## src/rtl/min_stream_sort.sv

```systemverilog
// Streaming min finder: merges each accepted beat of |LLR| lanes into a sorted list of the
// MIN_NUM smallest magnitudes (with global column index) and presents it at the row's last beat.
module min_stream_sort #(
    parameter int ABS_WID = 6,
    parameter int IN_NUM  = 4,
    parameter int MIN_NUM = 3,
    parameter int IDX_WID = 5
) (
    input  logic                       i_clk,
    input  logic                       i_rst_n,
    input  logic                       i_valid,
    output logic                       o_in_ready,
    input  logic [ABS_WID*IN_NUM-1:0]  i_data,
    input  logic [IN_NUM-1:0]          i_mask,
    input  logic                       i_last,
    output logic                       o_valid,
    input  logic                       i_out_ready,
    output logic [ABS_WID*MIN_NUM-1:0] o_data,
    output logic [IDX_WID*MIN_NUM-1:0] o_idx,
    output logic [IDX_WID:0]           o_fill,
    output logic                       o_ovf,
    output logic                       o_dbg_state
);

    // Handshake: a beat transfers on a rising edge with i_valid & o_in_ready; a result transfers
    // with o_valid & i_out_ready. o_valid and the result hold steady until that transfer.
    localparam int C_NUM  = MIN_NUM + IN_NUM;
    localparam int CNT_W  = IDX_WID + 1;
    localparam int FULL_W = CNT_W + $clog2(IN_NUM) + 1;
    localparam int FILL_W = IDX_WID + 1;

    typedef enum logic {S_IDLE = 1'b0, S_ACC = 1'b1} state_t;
    state_t state, state_n;

    logic [ABS_WID-1:0] list_data [MIN_NUM];
    logic [IDX_WID-1:0] list_idx  [MIN_NUM];
    logic [MIN_NUM-1:0] list_vld;
    logic [CNT_W-1:0]   beat_cnt;
    logic               row_ovf;
    logic               accept;

    logic [ABS_WID-1:0] cand_val [C_NUM];
    logic [IDX_WID-1:0] cand_idx [C_NUM];
    logic [C_NUM-1:0]   cand_ok;
    logic [FULL_W-1:0]  lane_full;
    logic               lane_ovf;
    logic [ABS_WID:0]   key [C_NUM];
    int                 rank [C_NUM];
    logic [ABS_WID-1:0] m_data [MIN_NUM];
    logic [IDX_WID-1:0] m_idx  [MIN_NUM];
    logic [MIN_NUM-1:0] m_vld;
    logic [FILL_W-1:0]  m_fill;

    assign accept = i_valid & o_in_ready;

    always_ff @(posedge i_clk or negedge i_rst_n) begin
        if (!i_rst_n) state <= S_IDLE;
        else          state <= state_n;
    end

    always_comb begin
        state_n = state;
        if (accept) state_n = i_last ? S_IDLE : S_ACC;
    end

    always_comb begin
        o_in_ready  = ~o_valid | i_out_ready;
        o_dbg_state = state;
    end

    // Candidates: running list first (ignored outside a row), then the lanes in k order.
    always_comb begin
        lane_full = '0;
        lane_ovf  = 1'b0;
        for (int i = 0; i < MIN_NUM; i++) begin
            cand_val[i] = list_data[i];
            cand_idx[i] = list_idx[i];
            cand_ok[i]  = list_vld[i] & (state == S_ACC);
        end
        for (int k = 0; k < IN_NUM; k++) begin
            lane_full = FULL_W'(beat_cnt) * FULL_W'(IN_NUM) + FULL_W'(k);
            cand_val[MIN_NUM+k] = i_data[ABS_WID*k +: ABS_WID];
            cand_idx[MIN_NUM+k] = lane_full[IDX_WID-1:0];
            cand_ok[MIN_NUM+k]  = i_mask[k];
            if (i_mask[k] && (lane_full[FULL_W-1:IDX_WID] != '0)) lane_ovf = 1'b1;
        end
    end

    // Stable rank: empty candidates sort last; equal keys keep candidate order.
    always_comb begin
        for (int i = 0; i < C_NUM; i++) key[i] = {~cand_ok[i], cand_val[i]};
        for (int i = 0; i < C_NUM; i++) begin
            rank[i] = 0;
            for (int j = 0; j < C_NUM; j++) begin
                if ((j != i) && ((key[j] < key[i]) || ((key[j] == key[i]) && (j < i))))
                    rank[i] = rank[i] + 1;
            end
        end
    end

    always_comb begin
        m_fill = '0;
        for (int s = 0; s < MIN_NUM; s++) begin
            m_data[s] = '1;
            m_idx[s]  = '1;
            m_vld[s]  = 1'b0;
            for (int i = 0; i < C_NUM; i++) begin
                if ((rank[i] == s) && cand_ok[i]) begin
                    m_data[s] = cand_val[i];
                    m_idx[s]  = cand_idx[i];
                    m_vld[s]  = 1'b1;
                end
            end
            m_fill = m_fill + FILL_W'(m_vld[s]);
        end
    end

    always_ff @(posedge i_clk or negedge i_rst_n) begin
        if (!i_rst_n) begin
            for (int s = 0; s < MIN_NUM; s++) begin
                list_data[s] <= '1;
                list_idx[s]  <= '1;
            end
            list_vld <= '0;
            beat_cnt <= '0;
            row_ovf  <= 1'b0;
            o_valid  <= 1'b0;
            o_data   <= '1;
            o_idx    <= '1;
            o_fill   <= '0;
            o_ovf    <= 1'b0;
        end else begin
            if (o_valid && i_out_ready) o_valid <= 1'b0;
            if (accept) begin
                if (i_last) begin
                    o_valid <= 1'b1;
                    for (int s = 0; s < MIN_NUM; s++) begin
                        o_data[ABS_WID*s +: ABS_WID] <= m_data[s];
                        o_idx[IDX_WID*s +: IDX_WID]  <= m_idx[s];
                        list_data[s] <= '1;
                        list_idx[s]  <= '1;
                    end
                    o_fill   <= m_fill;
                    o_ovf    <= row_ovf | lane_ovf;
                    list_vld <= '0;
                    beat_cnt <= '0;
                    row_ovf  <= 1'b0;
                end else begin
                    for (int s = 0; s < MIN_NUM; s++) begin
                        list_data[s] <= m_data[s];
                        list_idx[s]  <= m_idx[s];
                    end
                    list_vld <= m_vld;
                    // Saturate so a very long row can never wrap back into legal indices.
                    if (beat_cnt != '1) beat_cnt <= beat_cnt + CNT_W'(1);
                    row_ovf <= row_ovf | lane_ovf;
                end
            end
        end
    end

endmodule
```

## config.mk

```make
export PLATFORM = sky130hd
export DESIGN_NAME = min_stream_sort
export DESIGN_NICKNAME = d
export VERILOG_FILES = /design/src/rtl/min_stream_sort.sv
export SDC_FILE = /design/constraint.sdc
export NUM_CORES = 1
export LEC_CHECK = 0
export ABC_CLOCK_PERIOD_IN_PS = 6670
export CAP_MARGIN = 40
export CORE_MARGIN = 2
export CORE_UTILIZATION = 55
export DETAILED_ROUTE_END_ITERATION = 8
export DONT_BUFFER_PORTS = 1
export PLACE_DENSITY = 0.76
export SETUP_SLACK_MARGIN = 0.05
export SLEW_MARGIN = 20
export SYNTH_ARGS = -nofsm -noshare
export SYNTH_HDL_FRONTEND = slang
export SYNTH_SLANG_ARGS = --single-unit
```

## constraint.sdc

```tcl
create_clock -name i_clk -period 6.67 [get_ports i_clk]
set_clock_uncertainty 0.2 [all_clocks]
set_input_delay 1.0005 -clock i_clk [delete_from_list [all_inputs] [get_ports i_clk]]
set_output_delay 1.0005 -clock i_clk [all_outputs]
set_load 0.1 [all_outputs]
```

Word-level counts from Yosys, hierarchy flattened
Index checks and enable logic that the tools add are counted.
{"block": "word_totals", "ff_bits": 85, "elab_cells": 328}
{"block": "classes", "n_addsub": 41, "magnitude_cmp": 42, "eq_ne": 36, "muxes": 119, "bitwise_logic": 14, "reduce_logical": 61}
{"operator": "32-bit by 2-bit adder with 32-bit output (second input constant)", "n": 35}
{"operator": "32-bit 2-to-1 mux", "n": 35}
{"operator": "7-bit less-than comparator", "n": 42}
{"operator": "32-bit by 2-bit equality test with 1-bit output (second input constant)", "n": 7}
{"operator": "32-bit by 3-bit equality test with 1-bit output (second input constant)", "n": 7}
{"operator": "32-bit zero test", "n": 7}
{"operator": "7-bit equality test", "n": 21}
{"operator": "6-bit 2-to-1 mux", "n": 23}
{"operator": "5-bit 2-to-1 mux", "n": 21}
{"operator": "1-bit 2-to-1 mux", "n": 37}
{"operator": "1-bit logical AND", "n": 26}
{"operator": "1-bit logical OR", "n": 21}
{"operator": "8-bit by 2-bit adder with 9-bit output (second input constant)", "n": 2}
{"operator": "18-bit 2-to-1 mux", "n": 1}
{"operator": "4-bit nonzero test", "n": 4}
{"operator": "15-bit 2-to-1 mux", "n": 1}
{"operator": "8-bit by 1-bit adder with 9-bit output (second input constant)", "n": 1}
{"operator": "1-bit NOT", "n": 8}
{"operator": "6-bit by 1-bit adder with 6-bit output (second input constant)", "n": 1}
{"operator": "6-bit != test (second input constant)", "n": 1}
{"operator": "1-bit bitwise AND", "n": 4}
{"operator": "2-bit AND reduction", "n": 2}
{"operator": "2-bit by 1-bit adder with 3-bit output", "n": 1}
{"operator": "3-bit 2-to-1 mux", "n": 1}
{"operator": "other kinds (3)", "n": 4}

Depth between registers and ports, before layout
Gate-level depths: netlist of the first run.
{"block": "depth", "ltp_word": 25, "depth_mapped": 30}

Worst setup path after synthesis of the first run
No wires, ideal clock.
{"block": "synth_timing", "kind": "reg2reg", "startpoint": "register state (netlist: o_dbg_state)", "endpoint": "register o_fill[0]", "t_arrival_ns": 6.855, "required_time_ns": 6.337, "setup_slack_ns": -0.518, "stages_incl_launch_ff": 28, "n_path_buf": 1, "cell_sequence": "dfrtp_1 > nand2_1 > ha_1 > and4_1 > a21boi_1 > o31a_1 > ha_1 > inv_1 > or3_1 > o311ai_0 > nor2_1 > ha_1 > inv_1 > nor2_1 > or2_2 > ha_1 > and2_1 > or3_1 > ha_1 > and2_1 > or3_1 > a21oi_2 > nor2b_1 > buf_2 > nand2b_1 > nor2_1 > fa_1 > o21ai_0"}
{"block": "synth_via", "elab_chain_len": 25, "elab_cells_between_ends": 208, "classes_between": "add/sub: 37; order compare: 30; eq/ne: 29; mux: 63; bitwise: 6; reduce/logical: 43"}
{"element": "from (decl)", "line": "33", "source": "state_t state, state_n;"}
{"element": "from (signal assigned)", "line": "58", "source": "else state <= state_n;"}
{"element": "1-bit bitwise AND", "line": "78", "source": "cand_ok[i] = list_vld[i] & (state == S_ACC);"}
{"element": "1-bit NOT", "line": "91", "source": "for (int i = 0; i < C_NUM; i++) key[i] = {~cand_ok[i], cand_val[i]};"}
{"element": "7-bit less-than comparator or 7-bit equality test (tied branches)", "line": "95", "source": "if ((j != i) && ((key[j] < key[i]) || ((key[j] == key[i]) && (j < i))))"}
{"element": "1-bit 2-to-1 mux or 1-bit logical OR (tied branches)", "line": "95"}
{"element": "32-bit by 2-bit adder with 32-bit output or 1-bit 2-to-1 mux (tied branches)", "line": "96, 95"}
{"element": "32-bit 2-to-1 mux or 32-bit by 2-bit adder with 32-bit output (tied branches)", "line": "95, 96"}
{"element": "32-bit by 2-bit adder with 32-bit output or 32-bit 2-to-1 mux (tied branches)", "line": "96, 95"}
{"element": "32-bit 2-to-1 mux or 32-bit by 2-bit adder with 32-bit output (tied branches)", "line": "95, 96"}
{"element": "[... 4 more ...]"}
{"element": "32-bit by 2-bit adder with 32-bit output or 32-bit 2-to-1 mux (tied branches)", "line": "96, 95"}
{"element": "32-bit 2-to-1 mux or 32-bit by 2-bit adder with 32-bit output (tied branches)", "line": "95, 96"}
{"element": "32-bit by 2-bit equality test with 1-bit output, or another cell as far along", "line": "108", "source": "if ((rank[i] == s) && cand_ok[i]) begin"}
{"element": "1-bit logical AND, or another cell as far along", "line": "108"}
{"element": "1-bit 2-to-1 mux or 1-bit logical AND (tied branches)", "line": "108"}
{"element": "1-bit 2-to-1 mux (6 in a row)", "line": "108"}
{"element": "1-bit by 1-bit adder with 2-bit output", "line": "114", "source": "m_fill = m_fill + FILL_W'(m_vld[s]);"}
{"element": "2-bit by 1-bit adder with 3-bit output (*)", "line": "114"}
{"element": "to (signal assigned)", "line": "143", "source": "o_fill <= m_fill;"}
{"element": "to (decl)", "line": "20", "source": "output logic [IDX_WID:0] o_fill,"}
Mark *: on every way between the ends. The rest lies on a longest branch, timed or not.
A chain may end at the register's enable or synchronous reset.

Worst setup path in the final report of the first run
{"block": "layout_timing", "startpoint": "register list_data, in the netlist cand_val[35]", "endpoint": "register o_idx[9]"}
{"block": "layout_via", "elab_chain_len": 21, "elab_cells_between_ends": 112, "classes_between": "add/sub: 30; order compare: 12; eq/ne: 13; mux: 44; reduce/logical: 13"}
{"element": "from (decl)", "line": "35", "source": "logic [ABS_WID-1:0] list_data [MIN_NUM];"}
{"element": "from (signal, indexed assignment)", "line": "150", "source": "list_data[s] <= m_data[s];"}
{"element": "7-bit less-than comparator or 7-bit equality test (tied branches)", "line": "95"}
{"element": "1-bit 2-to-1 mux or 1-bit logical OR (tied branches)", "line": "95"}
{"element": "32-bit by 2-bit adder with 32-bit output or 1-bit 2-to-1 mux (tied branches)", "line": "96, 95"}
{"element": "32-bit 2-to-1 mux or 32-bit by 2-bit adder with 32-bit output (tied branches)", "line": "95, 96"}
{"element": "32-bit by 2-bit adder with 32-bit output or 32-bit 2-to-1 mux (tied branches)", "line": "96, 95"}
{"element": "32-bit 2-to-1 mux or 32-bit by 2-bit adder with 32-bit output (tied branches)", "line": "95, 96"}
{"element": "32-bit by 2-bit adder with 32-bit output or 32-bit 2-to-1 mux (tied branches)", "line": "96, 95"}
{"element": "32-bit 2-to-1 mux or 32-bit by 2-bit adder with 32-bit output (tied branches)", "line": "95, 96"}
{"element": "32-bit by 2-bit adder with 32-bit output or 32-bit 2-to-1 mux (tied branches)", "line": "96, 95"}
{"element": "32-bit 2-to-1 mux or 32-bit by 2-bit adder with 32-bit output (tied branches)", "line": "95, 96"}
{"element": "32-bit by 2-bit adder with 32-bit output or 32-bit 2-to-1 mux (tied branches)", "line": "96, 95"}
{"element": "32-bit 2-to-1 mux or 32-bit by 2-bit adder with 32-bit output (tied branches)", "line": "95, 96"}
{"element": "32-bit by 2-bit equality test with 1-bit output or 32-bit 2-to-1 mux (tied branches)", "line": "108, 95"}
{"element": "1-bit logical AND or 32-bit by 2-bit equality test with 1-bit output (tied branches)", "line": "108"}
{"element": "5-bit 2-to-1 mux or 1-bit logical AND (tied branches)", "line": "108"}
{"element": "5-bit 2-to-1 mux (5 in a row)", "line": "108"}
{"element": "5-bit 2-to-1 mux (*)", "line": "108"}
{"element": "to (signal, indexed assignment)", "line": "139", "source": "o_idx[IDX_WID*s +: IDX_WID] <= m_idx[s];"}
{"element": "to (decl)", "line": "19", "source": "output logic [IDX_WID*MIN_NUM-1:0] o_idx,"}
Marked as above.

==> results.md, run 1 <==
- Period Utilization, post-route: 98.07%
- Post-CTS Hold Fix Bufs: 0
- Status: complete, no violations
- Total CTS buffers: 9
- Clock Tree Root: clkbuf_16
- Ys flop type: dfstp_2
- Standard-cell rows: 52
- Post-route ant nets: 0
- Synthesized netlist cell count: 1373
- Die X: 148.7 um
- Leading cell type in the layout, fill and taps excluded: buf_4
- Vias in the first global route: 12000
- Worst Setup End Kind: flip-flop
- Core ar.: 20360 sq um
- Max-slew headroom at the worst pin: 40.27%
- Post-synth ARST share: 100.0%
- Slowest cell delay on critical path: 560 ps
- DR WL/cell: 25.31 um
- DPL Wire Length: 36690 um
- Hold/Removal Path Class: in2async
- Clk pin slew, worst setup/hold paths: 70 ps
- Tot GR Track Use: 41.15%
- Total grt overflow: 0
- Startpoint type of the worst setup path: flip-flop
- Worst Tran Pin Value: 895.9 ps
- Max Clock Freq: 0.1529 GHz
- DRT Wirelength: 46370 um
- Vias/cell: 6.997
- Syn_area_per_cell: 8.384 sq um
- FF+latch count, synth: 81
- Crit path time final: 6541 ps
- Starting Density: 56.52%
- Total number of vias: 12820
- Netlist cell types: 105
- Pre-antenna DRT Iters: 7
- DR iter-0 viols: 1342
- Endpoints failing setup: 0
- Seq/Total Area, Yosys: 18.33%
- Initial antenna violation count: 1
- Area Growth Syn to Fin: 21.75%
- Port Buffers: 0
- TritonCTS clock tree: yes
- Max Root-Sink Buffers: 2
- Crit Path Max Fanout: 5
- RSZ-0062 raised after global routing: true
- DRC: 0
- Hold Violations, Final: 0
- H-Tree Depth: 3
- EDFF count, synth: 0
- Slowest-stage cell, CP: dfstp_2
- Worst slack at placement: -121.0 ps
- Largest net degree at the start of global routing: 82
- WS Path Type: reg2reg
- # IOs: 76
- Worst Path Arrival: 6610 ps
- CTS Sinks: 81
- Gpl congestion: 1.086
- CP required: 6740 ps
- Synth warn: 0
- DIE AREA: 22100 sq um
- Pins Over Slew Limit: 0
- First-pass GRT wire length: 69310 um
- Final WS setup: 128.7 ps
- Share of post-route cells with drive strength above 1: 26.70%
- Clk_lat worst skew: 350 ps
- Most frequent cells in the layout: buf_4 (209), ha_1 (175), nand2_1 (103), nor2_1 (95), inv_1 (81)
- Synthesized area: 11510 sq um
- Nets: 1772
- R2R depth: 28
- Number of max-cap violations: 0
- Ant. Diodes: 0
- Die Y-Extent: 148.7 um
registers in the layout, indices dropped and copies added (netlist names):
name and count:
o_fill 2, o_idx 15, beat_cnt 6, o_valid 1, o_data 18, o_ovf 1
cand_val 18, o_dbg_state 1, row_ovf 1, cand_idx 15, list_vld 3
cells in the mapped netlist, types with 22 or more instances:
master / instances / area [sq um]
ha_1: 181 / 2265
a31oi_1: 22 / 137.6
a21oi_1: 67 / 335.3
nand3_1: 44 / 220.2
o31ai_1: 23 / 172.7
o21ai_0: 64 / 320.3
clkbuf_1: 26 / 97.59
dfstp_2: 66 / 1734
a211oi_1: 24 / 180.2
nor2_1: 97 / 364.1
nor3_1: 36 / 180.2
inv_1: 85 / 319.1
nand4_1: 29 / 181.4
nand2_1: 105 / 394.1
per-stage QoR:
step           utilization [%]  area (sq um)  hold slack, ps  std cells  TNS [ps]
3_3_place_gp             65.07         13250           276.6       1798    -38.77
2_1_floorplan                -         11590           250.2       1376         0
5_1_grt                  68.82         14010           134.7       1832    -86.52
4_1_cts                  67.39         13720           140.5       1821         0
6_report                 68.82         14010           142.2       1832         0
3_5_place_dp             65.59         13360           276.9       1804    -661.5
per-layer routing:
| metal | part of all wire [%] | track usage, % | wire, um |
|---|---|---|---|
| met4 | 6.2 | 21.14 | 2857 |
| met2 | 43 | 63.66 | 19840 |
| met3 | 12 | 9.908 | 5338 |
| met5 | 0.022 | 0 | 10 |
| met1 | 40 | 53.57 | 18320 |
critical path, delay by kind of cell, from the launching register on:
family | cells | cell delay (ps)
xor gates and xnor gates | 3 | 800
adders and majority gates | 5 | 1390
DFF | 1 | 560
buffers and inverters | 6 | 880
AOI/OAI and AO/OA | 9 | 1940
and+or+nand+nor | 5 | 690
cells by family (layout without fill, tap and decap cells):
family | after synthesis | after routing | share of synthesized area [%]
AND/OR/NAND/NOR | 429 | 429 | 18.86
flip-flops | 81 | 81 | 18.33
AO/OA/AOI/OAI | 489 | 489 | 32.21
adder cells (fa/ha/maj) | 182 | 182 | 19.85
multiplexers | 19 | 19 | 1.717
other | 1 | 4 | 0.03258
buffers and inverters | 140 | 326 | 5.033
XOR/XNOR | 32 | 32 | 3.978
final timing paths:
path	slack, ps	end	start
worst min-delay path	140	beat_cnt[3]	i_rst_n
max in group asynchronous	5910	o_data[17]	i_rst_n
min in group i_clk	300	cand_val[33]	cand_val[33]
worst max register to register	130	o_idx[9]	cand_val[35]
worst min register to register	300	cand_val[33]	cand_val[33]
worst max-delay path	130	o_idx[9]	cand_val[35]
repair_timing:
item                       in CTS  in global routing
buffers inserted                1                  9
pin swaps                       2                 15
setup endpoints to repair      14                 68
gates resized for setup         1                 47
final cells by class:
| cell class | count | area [sq um] |
|---|---|---|
| Inverter | 89 | 347.8 |
| Clock inverter | 7 | 130.1 |
| Sequential cell | 81 | 2111 |
| Timing Repair Buffer | 221 | 1765 |
| Multi-Input combinational cell | 1155 | 9097 |
| Tap cell | 270 | 337.8 |
| Clock buffer | 9 | 225.2 |
| Fill cell | 1638 | 6350 |
Power of run 1 is left out: the tool's default activity adds up to more than one toggle a clock period on the data nets, which glitch-free logic cannot reach.
==> run 2, diff against run 1 <==
--- a/config.mk
+++ b/config.mk
@@ -7,13 +7,12 @@
 export LEC_CHECK = 0
 export ABC_CLOCK_PERIOD_IN_PS = 6670
 export CAP_MARGIN = 40
-export CORE_MARGIN = 2
+export CORE_MARGIN = 3
 export CORE_UTILIZATION = 55
 export DETAILED_ROUTE_END_ITERATION = 8
 export DONT_BUFFER_PORTS = 1
 export PLACE_DENSITY = 0.76
 export SETUP_SLACK_MARGIN = 0.05
-export SLEW_MARGIN = 20
 export SYNTH_ARGS = -nofsm -noshare
 export SYNTH_HDL_FRONTEND = slang
 export SYNTH_SLANG_ARGS = --single-unit
==> run 2 against run 1 <==
  * Count of clock-buffer cells in the layout did not move
  * Wire length fell by 2.4%
  * Maximum frequency rose by 0.93%
  * Critical path type is now in2reg
  * Largest cell class unchanged
==> results.md, run 2 (same netlist as run 1, synthesis figures left out) <==
- Die X: 150.7 um (+1.3%)
- CP required: 6730 ps (about the same)
- Port Buffers: 0 (unchanged)
- Crit Path Max Fanout: 6 (+1)
- Standard-cell rows: 52 (unchanged)
- Initial antenna violation count: 0 (-1)
- DRT Wirelength: 45240 um (-2.4%)
- Starting Density: 56.34% (-0.18 points)
- Total number of vias: 12470 (-2.7%)
- Leading cell type in the layout, fill and taps excluded: ha_1
- Worst Path Arrival: 6540 ps (-70 ps)
- Startpoint type of the worst setup path: primary input
- Largest net degree at the start of global routing: 82 (unchanged)
- TritonCTS clock tree: yes
- Hold Violations, Final: 0 (unchanged)
- Hold/Removal Path Class: in2async
- Max Clock Freq: 0.1543 GHz (+0.93%)
- Share of post-route cells with drive strength above 1: 24.69% (-2.0 points)
- Endpoints failing setup: 0 (unchanged)
- Pins Over Slew Limit: 0 (unchanged)
- DR iter-0 viols: 1543 (+15%)
- DRC: 0 (unchanged)
- Max-slew headroom at the worst pin: 39.56% (-0.71 points)
- Ant. Diodes: 0 (unchanged)
- DR WL/cell: 25.29 um (about the same)
- R2R setup slack: 210 ps (+80 ps)
- Clk_lat worst skew: 340 ps (about the same)
- Vias/cell: 6.971 (-0.37%)
- Area Growth Syn to Fin: 18.93%
- Gpl congestion: 1.062 (-2.1%)
- Crit Reg-Reg Startpoint: cand_val[35]
- Worst slack at placement: -192.6 ps (-71.57 ps)
- Clk pin slew, worst setup/hold paths: 70 ps (about the same)
- RSZ-0062 raised after global routing: true
- Pre-antenna DRT Iters: 6 (-1)
- Total grt overflow: 0 (unchanged)
- Clock Tree Root: clkbuf_16
- Most frequent cells in the layout: ha_1 (175), buf_4 (166), nand2_1 (103), nor2_1 (95), inv_1 (80)
- Worst Setup End Kind: flip-flop
- Worst Tran Pin Value: 906.5 ps (+10.64 ps)
- Max Root-Sink Buffers: 2 (unchanged)
- DIE AREA: 22700 sq um (+2.7%)
- DPL Wire Length: 35640 um (-2.9%)
- Crit path time final: 6481 ps (-60.29 ps)
- Post-route ant nets: 0 (unchanged)
- Tot GR Track Use: 39.18% (-2.0 points)
- Final WS setup: 189.0 ps (+60.29 ps)
- First-pass GRT wire length: 67950 um (-2.0%)
- Nets: 1729 (-2.4%)
- Final Util: 67.01% (-1.8 points)
- Die Y-Extent: 150.7 um (+1.3%)
- Total CTS buffers: 9 (unchanged)
- H-Tree Depth: 3 (unchanged)
- Number of max-cap violations: 0 (unchanged)
- Core ar.: 20430 sq um (+0.32%)
- # IOs: 76 (unchanged)
- CTS Sinks: 81 (unchanged)
- Vias in the first global route: 11690 (-2.6%)
- WS Path Type: in2reg
- Worst r2r dst: o_data[3]
- Period Utilization, post-route: 97.17% (-0.90 points)
- Status: complete, no violations
- R2R depth: 27 (-3.6%)
## run 2: layer usage
layer	track usage (%)	share of wire (%)	wire length (um)	vias up
met1	51.54	40	17930	5916
li1	-	-	-	5623
met3	12.10	12	5550	173
met5	0	0	0	-
met2	58.60	43	19370	760
met4	18.63	5.3	2396	0
## run 2: final cells by class
type,instances,area [sq um]
clock buffers,9,225.2
clock inverters,7,105.1
fillers,1721,6739
inverters,89,355.3
multi-input cells,1155,9076
flip-flops and latches,81,2115
well taps,270,337.8
repair buffers,178,1476
## run 2: stage by stage
stage          TNS [ps]  hold WS, ps  cells  cell area (sq um)
4_1_cts               0        141.6   1777              13390
3_5_place_dp      -1388        280.8   1761              13060
5_1_grt               0        137.2   1789              13690
6_report              0        145.4   1789              13690
2_1_floorplan         0        250.2   1376              11590
3_3_place_gp      -1084        272.6   1755              12930
## run 2: worst max-delay path by stage
stage / slack [ps] / endpoint / depth (start not counted) / start
after floorplan: 50 / o_fill[0] / 27 / i_data[10]
after global placement: -170 / o_fill[0] / 27 / i_data[10]
after detailed placement: -190 / o_fill[0] / 27 / i_data[10]
after CTS: 70 / cand_val[28] / 25 / cand_val[41]
after global routing: 10 / o_data[3] / 31 / i_data[2]
final: 190 / o_data[3] / 27 / i_data[11]
## run 2: what timing repair did
item | 4_1_cts | 5_1_grt
endpoints found under the setup margin | 0 | 65
gates resized for setup | 0 | 44
buffers inserted | 0 | 12
hold buffers | 0 | 0
## run 2: critical path, cell delays in order
cell      delay [ps]
inv_1             60
ha_1             310
and4_1           230
a21boi_1         130
o31a_1           350
ha_4             300
inv_1             50
or3_4            390
o311ai_2         100
nor2_1           100
ha_1             320
inv_1             70
nor2_1            50
or2_2            320
ha_1             270
and2_1           140
or3_1            370
ha_2             180
and2_4           140
or3_4            350
a21oi_4          220
nor2b_1           70
buf_4            170
buf_4            140
o221a_1          120
a2111o_1         390
a31oi_1          190
Power of run 2 is left out for the same reason.
